==> src/rtl/bsg_manycore_axil_mmio_pkg.sv <==
// Shared constants and types for the AXI-Lite MMIO slave of the host link.
package bsg_manycore_axil_mmio_pkg;

    // Register offsets, decoded from addr[7:0] only.
    localparam logic [7:0] TX_DATA_ADDR    = 8'h00;
    localparam logic [7:0] TX_CREDITS_ADDR = 8'h04;
    localparam logic [7:0] RX_DATA_ADDR    = 8'h08;
    localparam logic [7:0] RX_STATUS_ADDR  = 8'h0C;

    typedef enum logic [1:0] {
        RESP_OKAY   = 2'b00,
        RESP_SLVERR = 2'b10
    } axil_resp_e;

    typedef enum logic [1:0] {
        W_IDLE,
        W_PUSH,
        W_RESP
    } wr_state_e;

    typedef enum logic {
        R_IDLE,
        R_RESP
    } rd_state_e;

endpackage

==> src/rtl/bsg_axil_aw_w_join.sv <==
// Latches the AW and W channels independently (either order or together) and
// holds them until the write FSM has finished with the transaction.
module bsg_axil_aw_w_join #(
    parameter int addr_width_p = 32,
    parameter int data_width_p = 32
) (
    input  logic                      clk_i,
    input  logic                      reset_n_i,
    input  logic                      accept_i,
    input  logic                      clear_i,
    input  logic [addr_width_p-1:0]   awaddr_i,
    input  logic                      awvalid_i,
    output logic                      awready_o,
    input  logic [data_width_p-1:0]   wdata_i,
    input  logic [data_width_p/8-1:0] wstrb_i,
    input  logic                      wvalid_i,
    output logic                      wready_o,
    output logic                      both_held_o,
    output logic [7:0]                addr_o,
    output logic [data_width_p-1:0]   data_o,
    output logic [data_width_p/8-1:0] strb_o
);

    logic                      aw_held_reg;
    logic                      w_held_reg;
    logic [7:0]                addr_reg;
    logic [data_width_p-1:0]   data_reg;
    logic [data_width_p/8-1:0] strb_reg;

    // Only the low byte of the address selects a register.
    logic unused_awaddr_hi;
    assign unused_awaddr_hi = ^awaddr_i[addr_width_p-1:8];

    assign awready_o   = accept_i & ~aw_held_reg;
    assign wready_o    = accept_i & ~w_held_reg;
    assign both_held_o = aw_held_reg & w_held_reg;
    assign addr_o      = addr_reg;
    assign data_o      = data_reg;
    assign strb_o      = strb_reg;

    // Capture each channel on its own handshake; release both when the response completes.
    always_ff @(posedge clk_i or negedge reset_n_i) begin
        if (!reset_n_i) begin
            aw_held_reg <= 1'b0;
            w_held_reg  <= 1'b0;
            addr_reg    <= '0;
            data_reg    <= '0;
            strb_reg    <= '0;
        end else if (clear_i) begin
            aw_held_reg <= 1'b0;
            w_held_reg  <= 1'b0;
        end else begin
            if (awvalid_i && awready_o) begin
                aw_held_reg <= 1'b1;
                addr_reg    <= awaddr_i[7:0];
            end
            if (wvalid_i && wready_o) begin
                w_held_reg <= 1'b1;
                data_reg   <= wdata_i;
                strb_reg   <= wstrb_i;
            end
        end
    end

endmodule

==> src/rtl/bsg_manycore_axil_mmio_slave.sv <==
// AXI-Lite slave front end of the host link: TX_DATA writes become request
// words, RX_DATA reads pop response words, plus credit/status registers.
module bsg_manycore_axil_mmio_slave
    import bsg_manycore_axil_mmio_pkg::*;
#(
    parameter int axil_addr_width_p   = 32,
    parameter int axil_data_width_p   = 32,
    parameter int req_credits_width_p = 8
) (
    input  logic                           clk_i,
    input  logic                           reset_n_i,
    input  logic [axil_addr_width_p-1:0]   s_axil_awaddr_i,
    input  logic                           s_axil_awvalid_i,
    output logic                           s_axil_awready_o,
    input  logic [axil_data_width_p-1:0]   s_axil_wdata_i,
    input  logic [axil_data_width_p/8-1:0] s_axil_wstrb_i,
    input  logic                           s_axil_wvalid_i,
    output logic                           s_axil_wready_o,
    output logic [1:0]                     s_axil_bresp_o,
    output logic                           s_axil_bvalid_o,
    input  logic                           s_axil_bready_i,
    input  logic [axil_addr_width_p-1:0]   s_axil_araddr_i,
    input  logic                           s_axil_arvalid_i,
    output logic                           s_axil_arready_o,
    output logic [axil_data_width_p-1:0]   s_axil_rdata_o,
    output logic [1:0]                     s_axil_rresp_o,
    output logic                           s_axil_rvalid_o,
    input  logic                           s_axil_rready_i,
    output logic [axil_data_width_p-1:0]   axil_req_o,
    output logic                           axil_req_v_o,
    input  logic                           axil_req_ready_i,
    input  logic [axil_data_width_p-1:0]   axil_rsp_i,
    input  logic                           axil_rsp_v_i,
    output logic                           axil_rsp_ready_o,
    input  logic [req_credits_width_p-1:0] req_credits_i
);

    localparam int strb_width_lp = axil_data_width_p / 8;

    logic                         init_reg;
    wr_state_e                    wr_state_reg, wr_state_next;
    logic [1:0]                   bresp_reg, bresp_next;
    rd_state_e                    rd_state_reg, rd_state_next;
    logic [axil_data_width_p-1:0] rdata_reg, rdata_next;
    logic [1:0]                   rresp_reg, rresp_next;

    logic                         both_held;
    logic [7:0]                   wr_addr;
    logic [axil_data_width_p-1:0] wr_data;
    logic [strb_width_lp-1:0]     wr_strb;
    logic                         ar_fire;

    logic unused_araddr_hi;
    assign unused_araddr_hi = ^s_axil_araddr_i[axil_addr_width_p-1:8];

    // Hold off all address/data acceptance for one cycle after reset release.
    always_ff @(posedge clk_i or negedge reset_n_i) begin
        if (!reset_n_i) init_reg <= 1'b0;
        else            init_reg <= 1'b1;
    end

    bsg_axil_aw_w_join #(
        .addr_width_p (axil_addr_width_p),
        .data_width_p (axil_data_width_p)
    ) aw_w_join (
        .clk_i       (clk_i),
        .reset_n_i   (reset_n_i),
        .accept_i    (init_reg && (wr_state_reg == W_IDLE)),
        .clear_i     ((wr_state_reg == W_RESP) && s_axil_bready_i),
        .awaddr_i    (s_axil_awaddr_i),
        .awvalid_i   (s_axil_awvalid_i),
        .awready_o   (s_axil_awready_o),
        .wdata_i     (s_axil_wdata_i),
        .wstrb_i     (s_axil_wstrb_i),
        .wvalid_i    (s_axil_wvalid_i),
        .wready_o    (s_axil_wready_o),
        .both_held_o (both_held),
        .addr_o      (wr_addr),
        .data_o      (wr_data),
        .strb_o      (wr_strb)
    );

    // Write FSM state and the response code it decided on.
    always_ff @(posedge clk_i or negedge reset_n_i) begin
        if (!reset_n_i) begin
            wr_state_reg <= W_IDLE;
            bresp_reg    <= RESP_OKAY;
        end else begin
            wr_state_reg <= wr_state_next;
            bresp_reg    <= bresp_next;
        end
    end

    // Write FSM: full-word TX_DATA writes push one request word, anything else errors.
    always_comb begin
        wr_state_next   = wr_state_reg;
        bresp_next      = bresp_reg;
        axil_req_v_o    = 1'b0;
        s_axil_bvalid_o = 1'b0;
        case (wr_state_reg)
            W_IDLE: begin
                if (both_held) begin
                    if ((wr_addr == TX_DATA_ADDR) && (wr_strb == {strb_width_lp{1'b1}})) begin
                        wr_state_next = W_PUSH;
                    end else begin
                        wr_state_next = W_RESP;
                        bresp_next    = RESP_SLVERR;
                    end
                end
            end
            W_PUSH: begin
                axil_req_v_o = 1'b1;
                if (axil_req_ready_i) begin
                    wr_state_next = W_RESP;
                    bresp_next    = RESP_OKAY;
                end
            end
            W_RESP: begin
                s_axil_bvalid_o = 1'b1;
                if (s_axil_bready_i) wr_state_next = W_IDLE;
            end
            default: wr_state_next = W_IDLE;
        endcase
    end

    assign axil_req_o     = wr_data;
    assign s_axil_bresp_o = bresp_reg;

    assign s_axil_arready_o = init_reg && (rd_state_reg == R_IDLE);
    assign ar_fire          = s_axil_arvalid_i && s_axil_arready_o;

    // Read FSM state plus the read data/response captured at the AR handshake.
    always_ff @(posedge clk_i or negedge reset_n_i) begin
        if (!reset_n_i) begin
            rd_state_reg <= R_IDLE;
            rdata_reg    <= '0;
            rresp_reg    <= RESP_OKAY;
        end else begin
            rd_state_reg <= rd_state_next;
            rdata_reg    <= rdata_next;
            rresp_reg    <= rresp_next;
        end
    end

    // Read decode: the RX pop happens in the handshake cycle so a stalled rready never re-pops.
    always_comb begin
        rd_state_next    = rd_state_reg;
        rdata_next       = rdata_reg;
        rresp_next       = rresp_reg;
        s_axil_rvalid_o  = 1'b0;
        axil_rsp_ready_o = 1'b0;
        case (rd_state_reg)
            R_IDLE: begin
                if (ar_fire) begin
                    rd_state_next = R_RESP;
                    rdata_next    = '0;
                    rresp_next    = RESP_OKAY;
                    case (s_axil_araddr_i[7:0])
                        TX_CREDITS_ADDR: begin
                            rdata_next = {{(axil_data_width_p-req_credits_width_p){1'b0}}, req_credits_i};
                        end
                        RX_DATA_ADDR: begin
                            if (axil_rsp_v_i) begin
                                rdata_next       = axil_rsp_i;
                                axil_rsp_ready_o = 1'b1;
                            end else begin
                                rresp_next = RESP_SLVERR;
                            end
                        end
                        RX_STATUS_ADDR: begin
                            rdata_next = {{(axil_data_width_p-1){1'b0}}, axil_rsp_v_i};
                        end
                        default: rresp_next = RESP_SLVERR;
                    endcase
                end
            end
            R_RESP: begin
                s_axil_rvalid_o = 1'b1;
                if (s_axil_rready_i) rd_state_next = R_IDLE;
            end
            default: rd_state_next = R_IDLE;
        endcase
    end

    assign s_axil_rdata_o = rdata_reg;
    assign s_axil_rresp_o = rresp_reg;

endmodule

==> config.mk <==
export PLATFORM = sky130hd
export DESIGN_NAME = bsg_manycore_axil_mmio_slave
export DESIGN_NICKNAME = d
export VERILOG_FILES = /design/src/rtl/bsg_manycore_axil_mmio_pkg.sv /design/src/rtl/bsg_axil_aw_w_join.sv /design/src/rtl/bsg_manycore_axil_mmio_slave.sv
export SDC_FILE = /design/constraint.sdc
export NUM_CORES = 1
export LEC_CHECK = 0
export BUFFER_PORTS_ARGS = -buffer_cell sky130_fd_sc_hd__buf_2
export CAP_MARGIN = 10
export CORE_MARGIN = 2
export CORE_UTILIZATION = 30
export DETAILED_ROUTE_END_ITERATION = 10
export GPL_TIMING_DRIVEN = 0
export PLACE_DENSITY = 0.65
export RECOVER_POWER = 100
export SLEW_MARGIN = 20
export SYNTH_ARGS = -nofsm -noshare
export SYNTH_HDL_FRONTEND = slang
export SYNTH_HIERARCHICAL = 1
export SYNTH_SLANG_ARGS = --single-unit
export TNS_END_PERCENT = 50
==> constraint.sdc <==
create_clock -name clk_i -period 2.2 [get_ports clk_i]
set_input_delay 0.22 -clock clk_i [delete_from_list [all_inputs] [get_ports clk_i]]
set_output_delay 0.22 -clock clk_i [all_outputs]
set_load 0.1 [all_outputs]
# After elaboration in Yosys (flattened, before gate mapping)
# Index checks and enable logic that the tools add are counted.
# classes
div_mod_pow	0
muxes	27
shift	0
multipliers	0
n_reduce_logical	18
n_addsub	0
eq_ne	10
n_bitwise	7
n_lt_le_gt_ge	0
# op_table
cell	n
one-hot mux 32 bit (3 select lines)	1
2-to-1 mux 32 bit	1
== test 8 x 4 -> 1 bit (second input constant)	2
2-to-1 mux 2 bit	8
2-to-1 mux 1 bit	13
== test 8 x 3 -> 1 bit (second input constant)	1
zero test 8 bit	1
one-hot mux 2 bit (2 select lines)	2
logical AND 1 bit	7
!= test 2 bit (second input constant)	3
one-hot mux 2 bit (3 select lines)	1
AND reduction 2 bit	3
nonzero test 2 bit	3
== test 4 bit (second input constant)	1
inverter 1 bit	4
AND reduction 4 bit	1
bitwise AND 1 bit	3
AND reduction 3 bit	1
== test 2 x 1 -> 1 bit (second input constant)	1
== test 2 bit (second input constant)	1
zero test 2 bit	1
!= test 2 x 1 -> 1 bit (second input constant)	1
one-hot mux 1 bit (2 select lines)	1
OR reduction 2 bit	1
# totals
output_inout_bits	75
inputBits	149
latchBits	0
rom_bits	0
n_memories	0
mem_bits_rw	0
wordCells	73
reg_bits	86

# Longest topological paths before layout
# logic_depth
word_depth	6
ltp_mapped	6

# By module
# Netlist, hierarchy kept.
# modules_own_cells
mod	seq_area_each_um2	cells_per_inst	instances	area_per_inst_um2
bsg_axil_aw_w_join	1151.1	104	1	1896.8
bsg_manycore_axil_mmio_slave	950.9	133	1	1630.3

# Least setup slack after synthesis
# OpenSTA, ideal clock, no wires.
# synth_path
kind	reg2reg
startpoint	reg rd_state_reg
endpoint	reg rdata_reg[21] (netlist: s_axil_rdata_o[21])
t_required_ns	2.131
setup_ns	0.069
arrival_time_ns	3.721
path_stages_with_launch	6
setup_slack_ns	-1.590
synth_period_minus_slack_ns	3.790
cell_sequence	dfrtp_1 -> nor2b_1 -> nand2_2 -> nor3_4 -> buf_2 -> a22o_1
# synth_between
elab_chain_len	4
# synth_rtl
element	line	rtl
start, declared	bsg_manycore_axil_mmio_slave.sv:43	rd_state_e rd_state_reg, rd_state_next;
start signal, assigned	bsg_manycore_axil_mmio_slave.sv:139	rd_state_reg <= rd_state_next;
inverter 1 bit (no line)	n/a	
logical AND 1 bit	bsg_manycore_axil_mmio_slave.sv:129	assign s_axil_arready_o = init_reg && (rd_state_reg == R_IDLE);
named net s_axil_arready_o	bsg_manycore_axil_mmio_slave.sv:24	output logic s_axil_arready_o,
logical AND 1 bit	bsg_manycore_axil_mmio_slave.sv:130	assign ar_fire = s_axil_arvalid_i && s_axil_arready_o;
AND reduction 2 bit (no line)	n/a	
end signal, assigned	bsg_manycore_axil_mmio_slave.sv:140	rdata_reg <= rdata_next;
end, declared	bsg_manycore_axil_mmio_slave.sv:44	logic [axil_data_width_p-1:0] rdata_reg, rdata_next;
# The timed path passes the listed nets, and every way through them passes these cells.
# A chain may end at the register's enable or synchronous reset.

# Worst setup path after layout
# layout_path
startpoint	in s_axil_araddr_i[5]
endpoint	out axil_rsp_ready_o
# layout_between
elab_chain_len	4
# layout_rtl
element	line	rtl
start, declared	bsg_manycore_axil_mmio_slave.sv:22	input logic [axil_addr_width_p-1:0] s_axil_araddr_i,
== test 8 x 4 -> 1 bit	bsg_manycore_axil_mmio_slave.sv:158	case (s_axil_araddr_i[7:0])
2-to-1 mux 1 bit	bsg_manycore_axil_mmio_slave.sv:158	
2-to-1 mux 1 bit	bsg_manycore_axil_mmio_slave.sv:154	if (ar_fire) begin
2-to-1 mux 1 bit	bsg_manycore_axil_mmio_slave.sv:152	case (rd_state_reg)
end, declared	bsg_manycore_axil_mmio_slave.sv:34	output logic axil_rsp_ready_o,
# No other way between the ends.

==> results.toml <==
[grt]
met3_usage_pct = 3.94
antenna_found_initial = 0
grtUsageTotal_pct = 13.0
use_met1_pct = 17.0
grt_pass1_vias = 2650
use_met2_pct = 20.9
grt_pass1_wl_mm = 13.2
top_usage_layer = "met2"
gr-total-overflow = 0
grt_max_degree = 47

[timing]
fmax_ghz = 0.488
max_slew.worst_pin.slew_ns = 1.24
fin_crit_ns = 2.05
hold_viol_final = 0
maxSlewHeadroom_pct = 17.5
fin_crit_sh_pct = 93.2
drv_slew = 0
clock_skew_ns = 0.00670
finalSetupViolations = 0
rsz0062_at_grt = "false"
postLayoutSetupSlackWorst_ns = 0.149
hold_ws_ns = 0.0631

[critical_path]
critPathRequiredTime_ns = 1.98
worstPathArrival_ns = 1.83
cpMaxStageDelayCell = "or4_4"
worstSetupStartpointType = "primary input"
endpoint_kind = "primary output"
path_class = "primary input to primary output"
cp_slowest_stage_delay_ns = 0.54
rrSetupSlack_ns = 0.16
crit_chain = "buf_2 -> or4_4 -> or2_4 -> nor3_4 -> buf_8 -> buf_4"
path_max_fanout = 10

[clock_tree]
cts_inserted_buffers = 9
root_buffer = "clkbuf_16"
clkLatencyLatePin_ns = 0.33
cts_max_level = 3
cts_tree = "done"
path_clk_slew_ns = 0.06
clockBufferDepth = 2
cts.sinks = 84

[synthesis]
synth-seq-cells = 84
syn-mean-instance-area_um2 = 14.9
synth_area_um2 = 3530
ys_warn_count = 6
synth.distinct_cells = 39
synthCells = 237
seq_area_frac_synth_pct = 59.6

[pwr]
pwr-share-clk_pct = 18.9
p_switching_w = 0.00378
power.total_w = 0.00735
powerDensity_nw_per_um2 = 1530
power_frac_comb_pct = 50.6
peakVddDrop_mv = 1.39
p_seq_share_pct = 30.5
p_sw_share_pct = 51.4
p_leak_nw = 2.25
p_int_w = 0.00357

[final_layout]
area_growth_pct = 36.0
diodes = 0
multi_input_area_um2 = 1280
drive_gt1_share_pct = 43.3
fin_cells = 573
n_fill_cell = 1150
final_cell_mix = "buf_2, dfrtp_1, clkbuf_1"
layout_commonest_cell = "buf_2"
final_nets = 574
regArea_um2 = 2110
postLayoutCoreUtil_pct = 41.8

[routing]
vias = 2598
wl_per_cell_um = 14.3
dr.pass1.iters = 4
ant_nets = 0
drt-total-wl_mm = 8.17
route.detailed.drc = 0
drtIter0Drc = 91
vias_per_cell = 4.53

[job]
cap_violations = 0

[die]
pin_count = 224
die_area_um2 = 12600
num_rows = 39
start_util_pct = 30.8
core_um2 = 11500
die_h_um = 112
dieWidth_um = 112

[worst_hold_path]
hp-class = "primary input to flop"

[place]
dp_slack_ns = -0.158
place.gp.congestion = 0.731
hpwl_mm = 6.10
dp_cells = 555
port_buffers = 173

[run_status]
status = "finished clean"
## critical path: cells and delay by family
| family | cells | cell delay, ns |
|---|---|---|
| buf+inv | 3 | 0.54 |
| simple gates | 3 | 1.06 |
## worst paths after layout
path	cells after the start	end	start
max	6	axil_rsp_ready_o	s_axil_araddr_i[5]
max in group asynchronous	3	s_axil_rdata_o[24]$_DFFE_PN0P_	reset_n_i
max reg2reg	6	aw_w_join/data_o[6]$_DFFE_PN0P_	wr_state_reg[1]$_DFFE_PN0P_
min reg2reg	2	s_axil_rdata_o[0]$_DFFE_PN0P_	s_axil_rdata_o[0]$_DFFE_PN0P_
min	2	rd_state_reg$_DFF_PN0_	s_axil_rready_i
min in group asynchronous	2	aw_w_join/data_o[31]$_DFFE_PN0P_	reset_n_i
## area by class of cell
class / count / area share (%)
Clock inverter: 7 / 1.10
Inverter: 2 / 0.156
Buffer: 13 / 2.48
Tap cell: 143 / 3.73
Sequential cell: 84 / 43.9
Timing Repair Buffer: 176 / 17.2
Multi-Input combinational cell: 139 / 26.7
Clock buffer: 9 / 4.69
## cells by family (layout without fill, tap and decap cells)
logic type,count (synthesis),after routing,share of synthesized area (%)
multiplexers,45,45,17.5
other,2,3,0.213
buffers and inverters,15,207,3.72
AND/OR/NAND/NOR,41,41,7.52
AO/OA/AOI/OAI,50,50,11.4
flip-flops,84,84,59.6
## power groups by stage
stage	logic, W	registers, W	clock network [W]
after floorplan	0.00100	0.00447	0
after global placement	0.00382	0.00223	0
after detailed placement	0.00385	0.00226	0
after CTS	0.00386	0.00224	0.00145
after global routing	0.00385	0.00230	0.00152
final	0.00372	0.00224	0.00139
## cells in the mapped netlist
cell type / number / area [um^2]
a21o_2: 1 / 8.76
a21oi_1: 3 / 15.0
a22o_1: 24 / 210
a22oi_1: 8 / 60.1
a2bb2oi_1: 1 / 8.76
and2_1: 3 / 18.8
and4_1: 2 / 17.5
and4bb_1: 1 / 12.5
and4bb_2: 1 / 12.5
buf_12: 3 / 60.1
buf_2: 3 / 15.0
buf_4: 2 / 15.0
buf_6: 2 / 22.5
clkbuf_1: 3 / 11.3
conb_1: 2 / 7.51
dfrtp_1: 84 / 2100
inv_1: 2 / 7.51
mux2_2: 14 / 158
mux2_4: 30 / 450
mux2i_1: 1 / 10.0
nand2_1: 9 / 33.8
nand2_2: 1 / 6.26
nand2b_1: 1 / 6.26
nand3b_1: 2 / 15.0
nor2_1: 6 / 22.5
nor2b_1: 5 / 31.3
nor3_1: 1 / 5.00
nor3_4: 1 / 16.3
nor3b_1: 1 / 7.51
nor4_1: 2 / 12.5
nor4b_2: 1 / 15.0
o211ai_1: 1 / 7.51
o21ai_0: 3 / 15.0
o21ai_2: 8 / 70.1
o31ai_1: 1 / 7.51
or2_2: 1 / 6.26
or2_4: 1 / 8.76
or3_1: 1 / 6.26
or4_4: 1 / 11.3
## repair_timing
action	in CTS	in global routing
buffers inserted	1	0
endpoints found under the setup margin	1	0
endpoints found under the hold margin	38	0
hold buffers	1	0
gates resized for setup	1	0
## per-stage QoR
step                cell area [um^2]  TNS (ns)
finish                          4800         0
floorplan                       3560    -0.240
global placement                4600    -0.177
detailed placement              4630    -0.158
global route                    4800         0
CTS                             4930         0
## routing by layer
metal	up-vias	share of wire, %	wire length, um
li1	1239	-	-
met3	6	7.6	624
met2	110	47	3870
met4	0	0.76	62
met5	-	0	0
met1	1243	44	3620
Note: power is estimated with default switching activity, not from simulation.
